==> src/rtl/dma_block_copy.sv <==
// Block-copy DMA controller for the 6502 system bus.
// The CPU programs SRC/DST/LEN through an 8-byte register window and then
// writes START. The controller halts the CPU, owns the bus for two cycles
// per byte (read then write), hands the bus back and reports done.
module dma_block_copy (
  input  logic        clk,
  input  logic        reset,
  input  logic        chip_en,
  input  logic [2:0]  register_select,
  input  logic        READ_write,
  input  logic [7:0]  data_in,
  output logic [7:0]  data_out,
  output logic        cpu_halt,
  output logic        bus_grant,
  output logic [15:0] dma_address,
  output logic [7:0]  dma_data_out,
  output logic        dma_write,
  input  logic [7:0]  dma_data_in,
  output logic        irq
);

  typedef enum logic [2:0] {
    S_IDLE     = 3'd0,
    S_HANDOVER = 3'd1,
    S_READ     = 3'd2,
    S_WRITE    = 3'd3,
    S_RELEASE  = 3'd4
  } state_t;

  state_t      state, next_state;
  logic [15:0] src, dst, len;
  logic [7:0]  byte_buf;
  logic        done, irq_en;

  logic        busy;
  logic        reg_wr;
  logic        ctrl_wr;
  logic        start;
  logic        len_zero;
  logic [15:0] len_next;

  // Register writes are locked out for the whole transfer, so the working
  // copies of SRC/DST/LEN can only change through the copy itself.
  assign busy     = (state != S_IDLE);
  assign reg_wr   = chip_en & READ_write & ~busy;
  assign ctrl_wr  = reg_wr & (register_select == 3'd6);
  assign start    = ctrl_wr & data_in[0];
  assign len_zero = (len == 16'd0);
  assign len_next = len - 16'd1;
  assign irq      = done & irq_en;

  // State register.
  always_ff @(posedge clk or negedge reset) begin
    if (!reset) state <= S_IDLE;
    else        state <= next_state;
  end

  // Next-state logic: one handover cycle, read/write per byte, one release cycle.
  always_comb begin
    next_state = state;
    case (state)
      S_IDLE:     if (start && !len_zero) next_state = S_HANDOVER;
      S_HANDOVER: next_state = S_READ;
      S_READ:     next_state = S_WRITE;
      S_WRITE:    next_state = (len_next == 16'd0) ? S_RELEASE : S_READ;
      S_RELEASE:  next_state = S_IDLE;
      default:    next_state = S_IDLE;
    endcase
  end

  // Bus outputs decoded purely from registered state so they cannot glitch.
  always_comb begin
    cpu_halt     = busy;
    bus_grant    = 1'b0;
    dma_write    = 1'b0;
    dma_address  = 16'h0000;
    dma_data_out = 8'h00;
    case (state)
      S_READ: begin
        bus_grant   = 1'b1;
        dma_address = src;
      end
      S_WRITE: begin
        bus_grant    = 1'b1;
        dma_write    = 1'b1;
        dma_address  = dst;
        dma_data_out = byte_buf;
      end
      default: ;
    endcase
  end

  // Address/length registers: CPU writes while idle, post-increment in WRITE.
  always_ff @(posedge clk or negedge reset) begin
    if (!reset) begin
      src      <= 16'h0000;
      dst      <= 16'h0000;
      len      <= 16'h0000;
      byte_buf <= 8'h00;
    end else begin
      if (reg_wr) begin
        case (register_select)
          3'd0: src[7:0]  <= data_in;
          3'd1: src[15:8] <= data_in;
          3'd2: dst[7:0]  <= data_in;
          3'd3: dst[15:8] <= data_in;
          3'd4: len[7:0]  <= data_in;
          3'd5: len[15:8] <= data_in;
          default: ;
        endcase
      end
      if (state == S_READ) byte_buf <= dma_data_in;
      if (state == S_WRITE) begin
        src <= src + 16'd1;
        dst <= dst + 16'd1;
        len <= len_next;
      end
    end
  end

  // Completion and interrupt enable; START takes priority over CLR_DONE,
  // and a zero-length START completes immediately without touching the bus.
  always_ff @(posedge clk or negedge reset) begin
    if (!reset) begin
      done   <= 1'b0;
      irq_en <= 1'b0;
    end else if (ctrl_wr) begin
      irq_en <= data_in[1];
      if (data_in[0])      done <= len_zero;
      else if (data_in[2]) done <= 1'b0;
    end else if (state == S_RELEASE) begin
      done <= 1'b1;
    end
  end

  // Combinational register read-back; live working values while busy.
  always_comb begin
    data_out = 8'h00;
    if (chip_en && !READ_write) begin
      case (register_select)
        3'd0: data_out = src[7:0];
        3'd1: data_out = src[15:8];
        3'd2: data_out = dst[7:0];
        3'd3: data_out = dst[15:8];
        3'd4: data_out = len[7:0];
        3'd5: data_out = len[15:8];
        3'd6: data_out = {5'b00000, irq_en, done, busy};
        default: data_out = 8'h00;
      endcase
    end
  end

endmodule

==> config.mk <==
export PLATFORM = sky130hd
export DESIGN_NAME = dma_block_copy
export DESIGN_NICKNAME = d
export VERILOG_FILES = /design/src/rtl/dma_block_copy.sv
export SDC_FILE = /design/constraint.sdc
export NUM_CORES = 1
export LEC_CHECK = 0
export BUFFER_PORTS_ARGS = -buffer_cell sky130_fd_sc_hd__buf_2
export CAP_MARGIN = 40
export CORE_MARGIN = 5
export CORE_UTILIZATION = 30
export DETAILED_ROUTE_END_ITERATION = 10
export PLACE_DENSITY = 0.55
export SYNTH_ARGS = -nofsm -noshare
export SYNTH_HDL_FRONTEND = slang
export SYNTH_SLANG_ARGS = --single-unit
==> constraint.sdc <==
create_clock -name clk -period 3.15 [get_ports clk]
set_clock_uncertainty 0.2 [all_clocks]
set_input_delay 0.63 -clock clk [delete_from_list [all_inputs] [get_ports clk]]
set_output_delay 0.63 -clock clk [all_outputs]
set_load 0.02 [all_outputs]
==> results summary <==
The post-synthesis simple-gate area fraction is 25.2%. The synthesized net count came out at between 500 and 600. The number of H-tree levels came out at 3. After clock tree synthesis, the clock-pin slew on the worst setup and hold paths is ~50 ps. Clock latency on the worst-skew pair, taken at its later pin, is approximately 340 ps. The die covers around 0.017 sq mm. Counting flops with an async set or reset pin after synthesis yields a share of between 90% and 100%.

The data required time at the worst endpoint is ~2300 ps. Relative to the synthesized area, the layout overhead comes to 16.2%. Before antenna repair, the detailed router went through 5 iterations.

The Yosys step of the flow raised 0 warnings. In this run the remaining antenna-violating nets after routing total 0. The design draws 4470 uW. The area of the mapped netlist came out at ~0.0043 sq mm. The iteration-0 DRC count of the detailed router came out at between 500 and 600. Buffers added to address setup during post-CTS repair amount to 0. The TritonCTS buffer count is 9. Of all nets on the critical path, the largest fanout is 20. For the pin with the worst max-slew slack, the measured transition is 842 ps. Of the total synthesized cell area, the portion taken by XOR and XNOR cells is less than 1%. Setup repair after global routing left no endpoint under its margin. The number of cells on the worst reg-to-reg path came out at 7. The first global-routing pass estimated about 23 mm of wire. In the global route stage, overall resource usage came out at between 10% and 20%. The setup TNS after final layout came out at 0 ps. Dividing the synthesized area by the synthesized cell count gives between 8 and 9 sq um. Summed over all nets, the half-perimeter wirelength after detailed placement is around 11 mm. STA puts the critical path data arrival time at about 2100 ps. The cell sitting at the root of the clock tree is a sky130_fd_sc_hd__clkbuf_16. The routed via count divided by cell count is 5.84.

The worst setup path is captured at an output port. The kind of start point of the critical path is an input port. TritonCTS built the clock tree.

The sink count of the clock tree is between 60 and 70. The instance area at placement is 0.00473 sq mm. Setup violations remaining at the end of the flow were counted as 0.

Entering global routing, the biggest net connects 62 pins. The number of hold violations in the final report is 0. The number of gates resized after CTS is 0. Synthesis produced 515 cells. The compound-gate portion of the synthesized area is 20.7%. The number of standard cells in the final layout excluding fillers is about 750.

The worst setup slack after layout is about 230 ps. The flow ran to the end, and the final reports show no timing, DRC or antenna violations. The global route total overflow is 0. The synthesized netlist devotes under 10% of its cell area to adder and majority cells. The detailed-route via count is roughly 4300.

The top flip-flop cell by instance count after synthesis is sky130_fd_sc_hd__dfrtp_1. The time the worst path needs with I/O delays and setup is a little under 3000 ps. The worst slack after detailed placement is around 280 ps. The summed area of non-filler cells in the final layout came out at between 0.005 and 0.006 sq mm. After detailed routing, the number of remaining DRC violations is 0. The sequential share of the synthesized area came out at 35.3%. The initial antenna violation count is 0. In this run the power density over the cells is just under 900 mW/mm^2. roughly 60 I/O pins were placed.

The placed instance count came out at 730. The largest total area in the synthesized netlist belongs to sky130_fd_sc_hd__dfrtp_1. The floorplan has between 40 and 50 rows. The path class of the tightest hold or removal check is input port to async pin. After synthesis, the largest family of logic cells by area is simple AND/OR/NAND/NOR gates.

The critical path is of the input port to output port type. Derived from the worst setup path, the maximum achievable clock frequency is around 0.34 GHz. The maximum ir drop on the vdd rail came out at between 0.0004 and 0.0005 V.

Across all register-to-register paths, the minimum setup slack is between 400 and 500 ps. The aggregate routed wire length came out at 14.9 mm. The max-slew violation total from the final report is 0. The endpoint identified for the worst register-to-register timing path is done$_DFFE_PN0P_. The top cell type's share of synthesized area came out at 35.3%. The number of maximum-capacitance constraint violations came out at 0. The post-cts hold buffer count is 0. The die boundary width came out at between 100 and 150 um. In this run the static leakage power is around 0.0021 uW. The share of synthesized area spent on multiplexers came out at 11.4%. The port buffer count is just under 60.

The number of distinct library cells after synthesis is 60. The routed wirelength normalized by instance count came out at approximately 20 um. The via count of the first global-routing pass came to roughly 4000. The max-slew headroom at the worst pin came out at 43.9%. In the post-synthesis netlist, the biggest area contributors are sky130_fd_sc_hd__dfrtp_1, sky130_fd_sc_hd__nor2_1, sky130_fd_sc_hd__mux2i_1, sky130_fd_sc_hd__a21oi_1, sky130_fd_sc_hd__nand2_1. The number of synthesized register bits is 61. The die outline height is around 130 um. Once the floorplan was initialized, standard cells occupied a little under a third of the core. The maximum number of buffers from clock root to sink is 2.

The net total in the final layout is roughly 590. The congestion estimate from routability-driven global placement came to 0.910. In the finished design, the share of the clock period the worst path needs comes to about 93%. Yosys mapped a number of flops with a built-in enable equal to 0. The placeable core area came out at between 0.01 and 0.015 sq mm. The worst register-to-register path begins at len[1]$_DFFE_PN0P_. The antenna cell count came out at 0. Of the cells placed in the final design, the portion with a size suffix greater than 1 is between 20 and 25%.
==> cell usage in the layout (no fill, tap or decap), drive strengths merged, types with 3 or more instances in the layout <==
cell / count
a211oi: 7
a21oi: 43
a221oi: 5
a22oi: 5
a311oi: 10
a31oi: 4
and2: 10
and3: 5
and4: 3
buf: 70
clkbuf: 11
dfrtp: 61
ha: 4
inv: 14
mux2: 14
mux2i: 24
mux4: 4
nand2: 43
nand2b: 3
nand3: 22
nand3b: 3
nand4: 10
nor2: 75
nor2b: 5
nor3: 25
nor4: 5
o21ai: 32
o22ai: 13
o32ai: 3
or4: 3
==> state kept, by name (all words and copies together), names as in the netlist <==
register,flops
done,1
dst,16
irq_en,1
len,16
src,16
byte_buf,8
state,3
==> layout make-up <==
class | instances | area, sq um
multi-input cells | 405 | 2540
clock buffers | 11 | 253
repair buffers | 70 | 380
clock inverters | 4 | 47.5
flip-flops and latches | 61 | 1530
fillers | 1455 | 8960
well taps | 180 | 225
inverters | 14 | 52.6
==> how the worst max path moves through the flow <==
stage	startpoint	slack [ps]	cells past startpoint	endpoint
final	register_select[1]	230	5	data_out[7]
after global placement	register_select[1]	310	5	data_out[7]
after floorplan	register_select[0]	180	5	data_out[7]
after CTS	register_select[1]	250	5	data_out[7]
after detailed placement	register_select[1]	280	5	data_out[7]
after global routing	register_select[1]	160	7	data_out[0]
==> stage by stage <==
stage          utilization [%]  hold slack (ps)
5_1_grt                   35.9              314
3_5_place_dp              33.8              289
4_1_cts                   35.9              302
3_3_place_gp              33.8              283
6_report                  35.9              277
2_1_floorplan                -              134
==> worst max-delay path, cell delays in order <==
cell and delay [ps]:
sky130_fd_sc_hd__buf_2 240, sky130_fd_sc_hd__nor2b_1 530, sky130_fd_sc_hd__a221oi_1 180, sky130_fd_sc_hd__a211oi_1 280
sky130_fd_sc_hd__buf_2 230
==> layer usage <==
layer | vias up | track usage [%] | wire [um]
met3 | 32 | 4.83 | 1360
li1 | 1999 | - | -
met4 | 0 | 6.66 | 433
met5 | - | 0 | 0
met1 | 2121 | 26.3 | 6540
met2 | 196 | 25.6 | 6560
==> cells by family (layout without fill, tap and decap cells) <==
logic type / after synthesis / in the layout
compound gates: 140 / 140
xor+xnor: 2 / 2
fa+ha+maj: 4 / 4
buf+inv: 49 / 99
flops: 61 / 61
mux: 42 / 42
simple gates: 217 / 217
==> where the power goes <==
part | internal [uW] | switching, uW | total [uW]
Combinational | 781 | 1260 | 2040
Clock | 647 | 353 | 1000
Sequential | 1020 | 406 | 1430
Total | 2450 | 2020 | 4470
==> cell usage after synthesis, types with 2 or more instances <==
cell                       instances
sky130_fd_sc_hd__a22oi_1           5
sky130_fd_sc_hd__o32ai_1           3
sky130_fd_sc_hd__mux4_2            3
sky130_fd_sc_hd__a21oi_1          43
sky130_fd_sc_hd__xor2_1            2
sky130_fd_sc_hd__clkbuf_8          2
sky130_fd_sc_hd__nor3_1           24
sky130_fd_sc_hd__a31oi_1           4
sky130_fd_sc_hd__o21ba_2           2
sky130_fd_sc_hd__nor4_1            3
sky130_fd_sc_hd__a41oi_1           2
sky130_fd_sc_hd__nand2b_1          3
sky130_fd_sc_hd__clkbuf_1         25
sky130_fd_sc_hd__nor2b_1           5
sky130_fd_sc_hd__o31ai_1           2
sky130_fd_sc_hd__and2_1           10
sky130_fd_sc_hd__nand4_2           2
sky130_fd_sc_hd__nand4_1           8
sky130_fd_sc_hd__a211oi_1          7
sky130_fd_sc_hd__dfrtp_1          61
sky130_fd_sc_hd__nor2_1           75
sky130_fd_sc_hd__and4_1            3
sky130_fd_sc_hd__buf_6             2
sky130_fd_sc_hd__buf_1             2
sky130_fd_sc_hd__a311oi_1         10
sky130_fd_sc_hd__ha_1              4
sky130_fd_sc_hd__mux2i_1          24
sky130_fd_sc_hd__inv_1            14
sky130_fd_sc_hd__o311ai_0          2
sky130_fd_sc_hd__o21ai_0          31
sky130_fd_sc_hd__buf_2             2
sky130_fd_sc_hd__o221a_2           2
sky130_fd_sc_hd__nand3_1          21
sky130_fd_sc_hd__o21a_1            2
sky130_fd_sc_hd__or4_1             3
sky130_fd_sc_hd__and3_1            5
sky130_fd_sc_hd__nand3b_1          3
sky130_fd_sc_hd__o22ai_1          13
sky130_fd_sc_hd__a221oi_1          5
sky130_fd_sc_hd__nand2_1          43
sky130_fd_sc_hd__mux2_2           14
Power figures use the tool's default switching activity.
